**src/rtl/processor_defs.sv**
```systemverilog
// Shared definitions for the instruction issuer and the processor datapath.
// Holds opcode constants, the fixed 32-bit instruction field layout and the
// issuer FSM state encoding. No ports.
package processor_defs;

    localparam int INSTR_WORD_W = 32;

    // Opcode values carried in bits [6:0] of every instruction word
    localparam logic [6:0] OP_NONE  = 7'h00;
    localparam logic [6:0] OP_STORE = 7'h01;
    localparam logic [6:0] OP_ADD   = 7'h02;
    localparam logic [6:0] OP_SUB   = 7'h03;
    localparam logic [6:0] OP_HALT  = 7'h7F;

    // Field positions inside the instruction word
    localparam int OP_LSB  = 0;
    localparam int OP_W    = 7;
    localparam int RD_LSB  = 7;
    localparam int RS1_LSB = 15;
    localparam int RS2_LSB = 20;
    localparam int REG_W   = 5;

    typedef enum logic [2:0] {
        ST_IDLE   = 3'd0,
        ST_FETCH  = 3'd1,
        ST_DECODE = 3'd2,
        ST_ISSUE  = 3'd3,
        ST_HALT   = 3'd4
    } issuer_state_e;

    // True for opcodes that are handed to the datapath
    function automatic logic op_is_issued(input logic [6:0] op);
        return (op == OP_STORE) || (op == OP_ADD) || (op == OP_SUB);
    endfunction

endpackage

```
**src/rtl/instr_mem.sv**
```systemverilog
// Program memory for the instruction issuer.
// 2**ADDR_W words of DATA_W bits, synchronous write, registered read
// (data for raddr appears the cycle after it is presented). Contents are not
// reset.
// Ports:
//   clk    in   clock
//   we     in   write enable
//   waddr  in   write address
//   wdata  in   write data
//   raddr  in   read address
//   rdata  out  read data, registered
module instr_mem #(
    parameter int ADDR_W = 5,
    parameter int DATA_W = 32
) (
    input  logic              clk,
    input  logic              we,
    input  logic [ADDR_W-1:0] waddr,
    input  logic [DATA_W-1:0] wdata,
    input  logic [ADDR_W-1:0] raddr,
    output logic [DATA_W-1:0] rdata
);

    logic [DATA_W-1:0] mem_q [2**ADDR_W];
    logic [DATA_W-1:0] rdata_q;

    always_ff @(posedge clk) begin
        if (we) begin
            mem_q[waddr] <= wdata;
        end
        rdata_q <= mem_q[raddr];
    end

    assign rdata = rdata_q;

endmodule

```
**src/rtl/instruction_issuer.sv**
```systemverilog
// Instruction issuer: fetches words from a small program memory, decodes
// them and hands STORE/ADD/SUB instructions to the datapath over a
// valid/ready handshake, one instruction in flight at a time. NOPs are
// skipped, HALT or an undefined opcode stops execution.
// Ports:
//   clk, reset            clock, asynchronous active-high reset
//   prog_we/addr/data     program load port, honoured only when idle or halted
//   start                 begin execution at pc=0 (idle or halted only)
//   issue_ready           datapath accepts the presented instruction
//   issue_valid           op_code/rs1/rs2/rd valid
//   op_code/rs1/rs2/rd    decoded instruction fields
//   pc                    address of the instruction held/presented
//   busy, halted          FSM status
//   illegal               sticky undefined-opcode flag, cleared by start
//
// state  | meaning
// IDLE   | after reset, waiting for start; program loads allowed
// FETCH  | memory read of word at pc in flight
// DECODE | word available, fields registered, opcode dispatched
// ISSUE  | instruction presented, waiting for issue_ready
// HALT   | stopped by HALT or illegal opcode; loads and restart allowed
module instruction_issuer
    import processor_defs::*;
#(
    parameter int PC_W    = 5,
    // Field layout is fixed, so only a 32-bit word is meaningful
    parameter int INSTR_W = INSTR_WORD_W
) (
    input  logic               clk,
    input  logic               reset,
    input  logic               prog_we,
    input  logic [PC_W-1:0]    prog_addr,
    input  logic [INSTR_W-1:0] prog_data,
    input  logic               start,
    input  logic               issue_ready,
    output logic               issue_valid,
    output logic [6:0]         op_code,
    output logic [4:0]         rs1,
    output logic [4:0]         rs2,
    output logic [4:0]         rd,
    output logic [PC_W-1:0]    pc,
    output logic               busy,
    output logic               halted,
    output logic               illegal
);

    issuer_state_e state_q, state_d;
    logic [PC_W-1:0]  pc_q, pc_d;
    logic [OP_W-1:0]  op_q, op_d;
    logic [REG_W-1:0] rs1_q, rs1_d;
    logic [REG_W-1:0] rs2_q, rs2_d;
    logic [REG_W-1:0] rd_q, rd_d;
    logic             illegal_q, illegal_d;

    logic               mem_we;
    logic [INSTR_W-1:0] instr_word;
    logic [OP_W-1:0]    word_op;
    logic               unused_word_bits;

    // Loads while running are dropped so the program cannot change under
    // the instruction being fetched.
    assign mem_we = prog_we && ((state_q == ST_IDLE) || (state_q == ST_HALT));

    instr_mem #(
        .ADDR_W (PC_W),
        .DATA_W (INSTR_W)
    ) u_instr_mem (
        .clk   (clk),
        .we    (mem_we),
        .waddr (prog_addr),
        .wdata (prog_data),
        .raddr (pc_q),
        .rdata (instr_word)
    );

    assign word_op          = instr_word[OP_LSB +: OP_W];
    assign unused_word_bits = ^{instr_word[INSTR_W-1:RS2_LSB+REG_W],
                                instr_word[RS1_LSB-1:RD_LSB+REG_W]};

    always_comb begin
        state_d   = state_q;
        pc_d      = pc_q;
        op_d      = op_q;
        rs1_d     = rs1_q;
        rs2_d     = rs2_q;
        rd_d      = rd_q;
        illegal_d = illegal_q;

        case (state_q)
            ST_IDLE, ST_HALT: begin
                if (start) begin
                    state_d   = ST_FETCH;
                    pc_d      = '0;
                    illegal_d = 1'b0;
                end
            end
            ST_FETCH: begin
                state_d = ST_DECODE;
            end
            ST_DECODE: begin
                op_d  = word_op;
                rs1_d = instr_word[RS1_LSB +: REG_W];
                rs2_d = instr_word[RS2_LSB +: REG_W];
                rd_d  = instr_word[RD_LSB +: REG_W];
                if (word_op == OP_NONE) begin
                    pc_d    = pc_q + PC_W'(1);
                    state_d = ST_FETCH;
                end else if (word_op == OP_HALT) begin
                    state_d = ST_HALT;
                end else if (op_is_issued(word_op)) begin
                    state_d = ST_ISSUE;
                end else begin
                    illegal_d = 1'b1;
                    state_d   = ST_HALT;
                end
            end
            ST_ISSUE: begin
                if (issue_ready) begin
                    pc_d    = pc_q + PC_W'(1);
                    state_d = ST_FETCH;
                end
            end
            default: begin
                state_d = ST_IDLE;
            end
        endcase
    end

    always_ff @(posedge clk or posedge reset) begin
        if (reset) begin
            state_q   <= ST_IDLE;
            pc_q      <= '0;
            op_q      <= '0;
            rs1_q     <= '0;
            rs2_q     <= '0;
            rd_q      <= '0;
            illegal_q <= 1'b0;
        end else begin
            state_q   <= state_d;
            pc_q      <= pc_d;
            op_q      <= op_d;
            rs1_q     <= rs1_d;
            rs2_q     <= rs2_d;
            rd_q      <= rd_d;
            illegal_q <= illegal_d;
        end
    end

    assign issue_valid = (state_q == ST_ISSUE);
    assign busy        = (state_q == ST_FETCH) || (state_q == ST_DECODE) ||
                         (state_q == ST_ISSUE);
    assign halted      = (state_q == ST_HALT);
    assign op_code     = op_q;
    assign rs1         = rs1_q;
    assign rs2         = rs2_q;
    assign rd          = rd_q;
    assign pc          = pc_q;
    assign illegal     = illegal_q;

endmodule

```
**config.mk**
```make
export PLATFORM = sky130hd
export DESIGN_NAME = instruction_issuer
export DESIGN_NICKNAME = d
export VERILOG_FILES = /design/src/rtl/processor_defs.sv /design/src/rtl/instr_mem.sv /design/src/rtl/instruction_issuer.sv
export SDC_FILE = /design/constraint.sdc
export NUM_CORES = 1
export LEC_CHECK = 0
export CORE_MARGIN = 2
export CORE_UTILIZATION = 65
export DETAILED_ROUTE_END_ITERATION = 6
export GPL_TIMING_DRIVEN = 0
export PLACE_DENSITY_LB_ADDON = 0.15
export SLEW_MARGIN = 20
export SYNTH_ARGS = -nofsm -noshare
export SYNTH_HDL_FRONTEND = slang
export SYNTH_SLANG_ARGS = --single-unit
```
**constraint.sdc**
```tcl
create_clock -name clk -period 6 [get_ports clk]
set_input_delay 1.5 -clock clk [delete_from_list [all_inputs] [get_ports clk]]
set_output_delay 1.5 -clock clk [all_outputs]
set_load 0.02 [all_outputs]
```
==> results.yml, run 1 <==
critical_path:
  criticalPathCategory: "reg -> out"
  arrival_ns: 2.42
  critical_path_required_ns: 4.50
  crit_buf_inv: 1
  cp-end-kind: "output pin"
  cp.depth: 3
  critical_path.max_stage_delay_ns: 0.64
  worst_path_dominant_cell_family: "simple AND/OR/NAND/NOR gates"
  rr_worst_depth: 3
  crit_fanout: 9
  rr_startpoint: "state_q[0]$_DFFE_PP0P_"
  path_cells: "nor2_1 > and2_1 > clkdlybuf4s50_1"
  start_kind: "flip-flop"
  slowest_stage: "clkdlybuf4s50_1"
  crit_end: "halted"
  r2r_slack_ns: 2.64
  r2r_end: "u_instr_mem.mem_q[6][6]$_DFFE_PP_"
  crit_path_start: "state_q[0]$_DFFE_PP0P_"
hold_path:
  hold_class: "reg -> reg"
sta:
  min_period_ns: 3.92
  rsz0062_at_grt: "no"
  fin_ws_ns: 2.08
  slew_viol_final: 0
  fin_crit_sh_pct: 65.3
  fmax_ghz: 0.255
  setup-violations-final: 0
  finalHoldViolations: 0
  fin_tns_setup_ns: 0
  skew_ns: 0.0194
  tightestPinTransition_ns: 1.20
  max_slew_margin_pct: 20.0
routing:
  vias: 14500
  routed_wl_um: 67300
  drt_first_pass_iters: 5
  detailedRoute.firstIterationViolations: 2022
  drc_errors: 0
  route.detailed.wl_per_inst_um: 31.8
  vias_per_cell: 6.85
  postRouteAntennaNets: 0
synth:
  syn_avg_cell_area_um2: 21.5
  yosys_warnings: 0
  synth_top_area_share_pct: 73.8
  async_flop_share_pct: 4.10
  ys_seq_elements: 757
  syn_nets: 1378
  synth_largest_area_cell: "edfxtp_1"
  synth_edf_count: 704
  synthCells: 1335
  synthFlopType: "edfxtp_1"
  synthTopCellsByArea: "edfxtp_1, mux4_2, mux2i_1"
  synth.distinct_cells: 46
  seq_area_frac_synth_pct: 78.0
  synth_area_um2: 28700
final_layout:
  seq_area_um2: 22400
  stdcell_count: 2114
  drive_above_1_share_pct: 24.0
  area_growth_syn_to_layout_pct: 13.1
  multiInputGateArea_um2: 6130
  nets: 1523
  fillCellCount: 2399
power:
  vdd_drop_max_v: 0.000280
  leakagePower_nw: 10.1
  p_per_area_nw_per_um2: 387
global_route:
  grt_pass1_wl_um: 96300
  grtUsageMet1_pct: 46.2
  grt.total_usage_pct: 29.8
  antenna_found_initial: 1
  globalRoute.totalOverflow: 0
  grt_use_met2_pct: 43.8
  use_met3_pct: 5.57
  busiest_layer: "met1"
  grt_max_degree: 33
  first_global_vias: 14100
floorplanning:
  io_pins: 73
  core_area_um2: 43300
  die_y_um: 214
  die_x_um: 214
  rows: 76
  die_area_um2: 45800
  initial_core_util_pct: 66.2
clock_network:
  root_buffer: "clkbuf_16"
  cts-resized-gates: 0
  hold_buffers: 0
  tritoncts: "yes"
  h-tree-depth: 3
  clock_sinks: 757
  insertion_delay_ns: 0.59
  path_clk_slew_ns: 0.06
  clockBufferDepth: 3
  cts_setup_buffers: 0
  numCtsBuffers: 72
placement:
  dp.cells: 1990
  dp_slack_ns: 1.58
  port-buffer-count: 62
  dpl.hpwl_um: 40600
  place.gp.congestion: 0.860
flow_run:
  maxCapViolCount: 0
status:
  status: "complete, no violations"
-- worst reg2reg max path: cells and delay by family, from the launching register on --
kind,cells,cell delay (ns)
flops,1,0.46
simple gates,3,2.48
-- worst min path at each step --
stage,from,end,slack (ns),cells past startpoint
after floorplan,u_instr_mem.rdata[7]$_DFF_P_,rd[0]$_DFFE_PP0P_,0.44,1
after global placement,u_instr_mem.rdata[15]$_DFF_P_,rs1[0]$_DFFE_PP0P_,0.44,1
after detailed placement,u_instr_mem.rdata[19]$_DFF_P_,rs1[4]$_DFFE_PP0P_,0.45,1
after CTS,u_instr_mem.rdata[11]$_DFF_P_,rd[4]$_DFFE_PP0P_,0.46,1
after global routing,u_instr_mem.rdata[11]$_DFF_P_,rd[4]$_DFFE_PP0P_,0.47,1
final,u_instr_mem.rdata[11]$_DFF_P_,rd[4]$_DFFE_PP0P_,0.46,1
-- placed cells by master, fill, tap and decap left out, drive strengths merged, types with 30 or more instances in the layout --
master / synthesis / final
a21oi: 44 / 44
clkdlybuf4s50: 0 / 41
clkinv: 0 / 30
nor2: 42 / 42
dfrtp: 31 / 31
edfxtp: 704 / 704
buf: 41 / 71
mux4: 131 / 131
mux2i: 92 / 92
clkbuf: 34 / 124
-- cells in the mapped netlist, types with 2 or more instances --
| cell type | instances |
|---|---|
| edfxtp_1 | 704 |
| or4_1 | 2 |
| a21boi_1 | 2 |
| buf_1 | 6 |
| or3b_1 | 2 |
| mux2_2 | 23 |
| nor3b_1 | 3 |
| a22o_1 | 21 |
| a21oi_1 | 44 |
| or3_1 | 2 |
| o21ai_0 | 4 |
| a22oi_1 | 24 |
| nor4_1 | 3 |
| nor2b_1 | 2 |
| nand4_1 | 2 |
| buf_6 | 8 |
| nand2_1 | 10 |
| dfrtp_1 | 31 |
| nor2_1 | 42 |
| mux4_2 | 131 |
| o22ai_1 | 21 |
| buf_2 | 17 |
| and2_1 | 3 |
| a2111oi_2 | 19 |
| mux2i_1 | 92 |
| nand3b_1 | 4 |
| nand3_1 | 5 |
| a2111oi_1 | 2 |
| or3b_2 | 2 |
| inv_1 | 3 |
| nand4b_1 | 2 |
| o31ai_1 | 2 |
| o221ai_1 | 22 |
| dfxtp_1 | 22 |
| buf_4 | 10 |
| clkbuf_1 | 33 |
-- metrics by stage --
stage                     power [mW]  area, µm²  util [%]  hold WS (ns)
after floorplan                 7.61      28700         -         0.440
after detailed placement        8.49      30300      70.1         0.451
after global placement          8.43      30000      69.4         0.443
after CTS                       12.6      32400      75.0         0.463
after global routing            12.9      32400      75.0         0.475
final                           12.5      32400      75.0         0.462
-- registers in the layout (all words and copies together) (netlist names) --
| register | cells |
|---|---|
| rs2 | 5 |
| u_instr_mem.mem_q | 704 |
| state_q | 3 |
| u_instr_mem.rdata | 22 |
| op_code | 7 |
| illegal | 1 |
| pc | 5 |
| rd | 5 |
| rs1 | 5 |
-- power breakdown --
| part | switching [mW] | total [mW] | internal, mW |
|---|---|---|---|
| clock network | 1.84 | 4.15 | 2.31 |
| registers | 0.136 | 6.13 | 6.00 |
| logic | 1.28 | 2.27 | 0.987 |
| total | 3.25 | 12.5 | 9.29 |
-- cell type report --
cell class	count	area share [%]
flip-flops and latches	757	68.9
multi-input cells	500	18.9
clock buffers	90	6.06
well taps	585	2.26
repair buffers	71	2.12
plain buffers	75	1.25
clock inverters	32	0.440
inverters	3	0.0347
diodes	1	0.00772
-- cell families (layout without fill, tap and decap cells) --
family                     count (synthesis)  after routing  share of synthesized area, %
DFF                                      757            757                          78.0
and+or+nand+nor                           89             89                          1.57
AOI/OAI and AO/OA                        164            164                          4.53
buffers and inverters                     78            271                          1.45
other                                      0              1                             0
muxes                                    246            246                          14.4
adders and majority gates                  1              1                        0.0436
-- layer usage --
layer  wire, µm  vias up  part of all wire, %
met4       2210        0                  3.3
met5          0        -                    0
met1      26700     7532                   40
met3       7490      104                   11
met2      30800      947                   46
li1           -     5899                    -
Power figures use the tool's default switching activity.
==> run 2: changes to the inputs <==
--- a/config.mk
+++ b/config.mk
@@ -6,7 +6,7 @@
 export NUM_CORES = 1
 export LEC_CHECK = 0
 export CORE_MARGIN = 2
-export CORE_UTILIZATION = 65
+export CORE_UTILIZATION = 61
 export DETAILED_ROUTE_END_ITERATION = 6
 export GPL_TIMING_DRIVEN = 0
 export PLACE_DENSITY_LB_ADDON = 0.15
==> constraint.sdc (replaced) <==
create_clock -name clk -period 3.9 [get_ports clk]
set_input_delay 0.975 -clock clk [delete_from_list [all_inputs] [get_ports clk]]
set_output_delay 0.975 -clock clk [all_outputs]
set_load 0.02 [all_outputs]
==> results.yml, run 2 (synthesis results as in run 1) <==
global_route:
  first_global_vias: 13800
  grt.total_usage_pct: 28.6
  globalRoute.totalOverflow: 0
  grt_pass1_wl_um: 95900
  grt_max_degree: 33
  antenna_found_initial: 1
sta:
  setup-violations-final: 0
  fin_tns_setup_ns: 0
  fin_crit_sh_pct: 86.4
  min_period_ns: 3.37
  tightestPinTransition_ns: 1.17
  fin_ws_ns: 0.531
  finalHoldViolations: 0
  fmax_ghz: 0.297
  rsz0062_at_grt: "no"
  skew_ns: 0.0219
  max_slew_margin_pct: 21.4
  slew_viol_final: 0
clock_network:
  path_clk_slew_ns: 0.06
  cts-resized-gates: 0
  root_buffer: "clkbuf_16"
  tritoncts: "yes"
  hold_buffers: 0
  h-tree-depth: 3
  clockBufferDepth: 3
  insertion_delay_ns: 0.61
  clock_sinks: 757
  numCtsBuffers: 72
  cts_setup_buffers: 0
power:
  switching_share_pct: 25.9
  switchingPower_mw: 5.12
  p_seq_share_pct: 47.7
  clkPwrFrac_pct: 34.6
  power_mw: 19.8
  cellInternalPower_mw: 14.7
  vdd_drop_max_v: 0.000435
  leakagePower_nw: 10.2
  p_per_area_nw_per_um2: 603
  comb_power_share_pct: 17.8
routing:
  drc_errors: 0
  vias_per_cell: 6.62
  drt_first_pass_iters: 7
  route.detailed.wl_per_inst_um: 31.5
  vias: 14200
  detailedRoute.firstIterationViolations: 2183
  postRouteAntennaNets: 0
  routed_wl_um: 67600
hold_path:
  hp-start: "u_instr_mem.rdata[15]$_DFF_P_"
  hold_class: "reg -> reg"
critical_path:
  crit_path_start: "state_q[0]$_DFFE_PP0P_"
  criticalPathCategory: "reg -> reg"
  r2r_slack_ns: 0.53
  critical_path_required_ns: 4.13
  worst_path_dominant_cell_family: "simple AND/OR/NAND/NOR gates"
  slowest_stage: "nor2_4"
  arrival_ns: 3.60
  start_kind: "flip-flop"
  path_cells: "nor2_1 > nand4b_1 > nor2_4"
  crit_fanout: 22
  crit_buf_inv: 0
  cp-end-kind: "flip-flop"
  critical_path.max_stage_delay_ns: 1.03
  rr_startpoint: "state_q[0]$_DFFE_PP0P_"
final_layout:
  final_util_pct: 70.6
  drive_above_1_share_pct: 24.8
  largest_register: "u_instr_mem.mem_q"
  seq_area_um2: 22400
  nets: 1529
  area_growth_syn_to_layout_pct: 14.4
  multiInputGateArea_um2: 6130
  fillCellCount: 2817
  final_common_cell: "edfxtp_1"
  largest_register_ffs: 704
  final_cell_mix: "edfxtp_1, mux4_2, mux2i_1"
floorplanning:
  die_y_um: 221
  initial_core_util_pct: 61.7
  rows: 79
  io_pins: 73
  die_area_um2: 48700
  core_area_um2: 46500
  die_x_um: 221
placement:
  dpl.hpwl_um: 41600
  dp_slack_ns: 0.0346
  port-buffer-count: 62
  place.gp.congestion: 0.877
status:
  status: "complete, no violations"
flow_run:
  maxCapViolCount: 0
[run 2: path summary, 6_finish.rpt]
check / end / cells past startpoint
setup reg to reg: u_instr_mem.mem_q[26][9]$_DFFE_PP_ / 3
hold reg to reg: rs1[0]$_DFFE_PP0P_ / 1
min in group asynchronous: rd[2]$_DFFE_PP0P_ / 2
hold / removal: rs1[0]$_DFFE_PP0P_ / 1
setup / recovery: u_instr_mem.mem_q[26][9]$_DFFE_PP_ / 3
max in group asynchronous: pc[1]$_DFFE_PP0P_ / 2
[run 2: through the flow]
stage,cells,area (µm²),hold slack [ns]
6_report,2148,32800,0.464
5_1_grt,2147,32800,0.473
4_1_cts,2147,32800,0.464
3_5_place_dp,2019,30500,0.450
3_3_place_gp,2004,30000,0.447
2_1_floorplan,1335,28700,0.440
[run 2: area by class of cell]
| type | count | area share [%] |
|---|---|---|
| antenna | 1 | 0.00763 |
| buffer | 75 | 1.23 |
| clock buffer | 96 | 6.31 |
| clock inverter | 32 | 0.706 |
| inverter | 3 | 0.0343 |
| multi-input combinational | 500 | 18.7 |
| sequential | 757 | 68.2 |
| tap | 607 | 2.32 |
| timing repair buffer | 77 | 2.50 |
[run 2: power groups by stage]
| stage | logic, mW | registers, mW | clock network (mW) |
|---|---|---|---|
| after global routing | 3.68 | 9.46 | 7.19 |
| final | 3.52 | 9.43 | 6.84 |
| after floorplan | 2.03 | 9.68 | 0 |
| after CTS | 3.53 | 9.43 | 6.90 |
| after global placement | 3.44 | 9.59 | 0 |
| after detailed placement | 3.51 | 9.60 | 0 |
[run 2: routing by layer]
layer,track usage [%],vias up,share of wire (%)
li1,-,5914,-
met1,43.8,7444,41
met2,42.2,774,46
met3,5.98,93,11
met4,9.11,2,2.6
met5,0,-,0.019
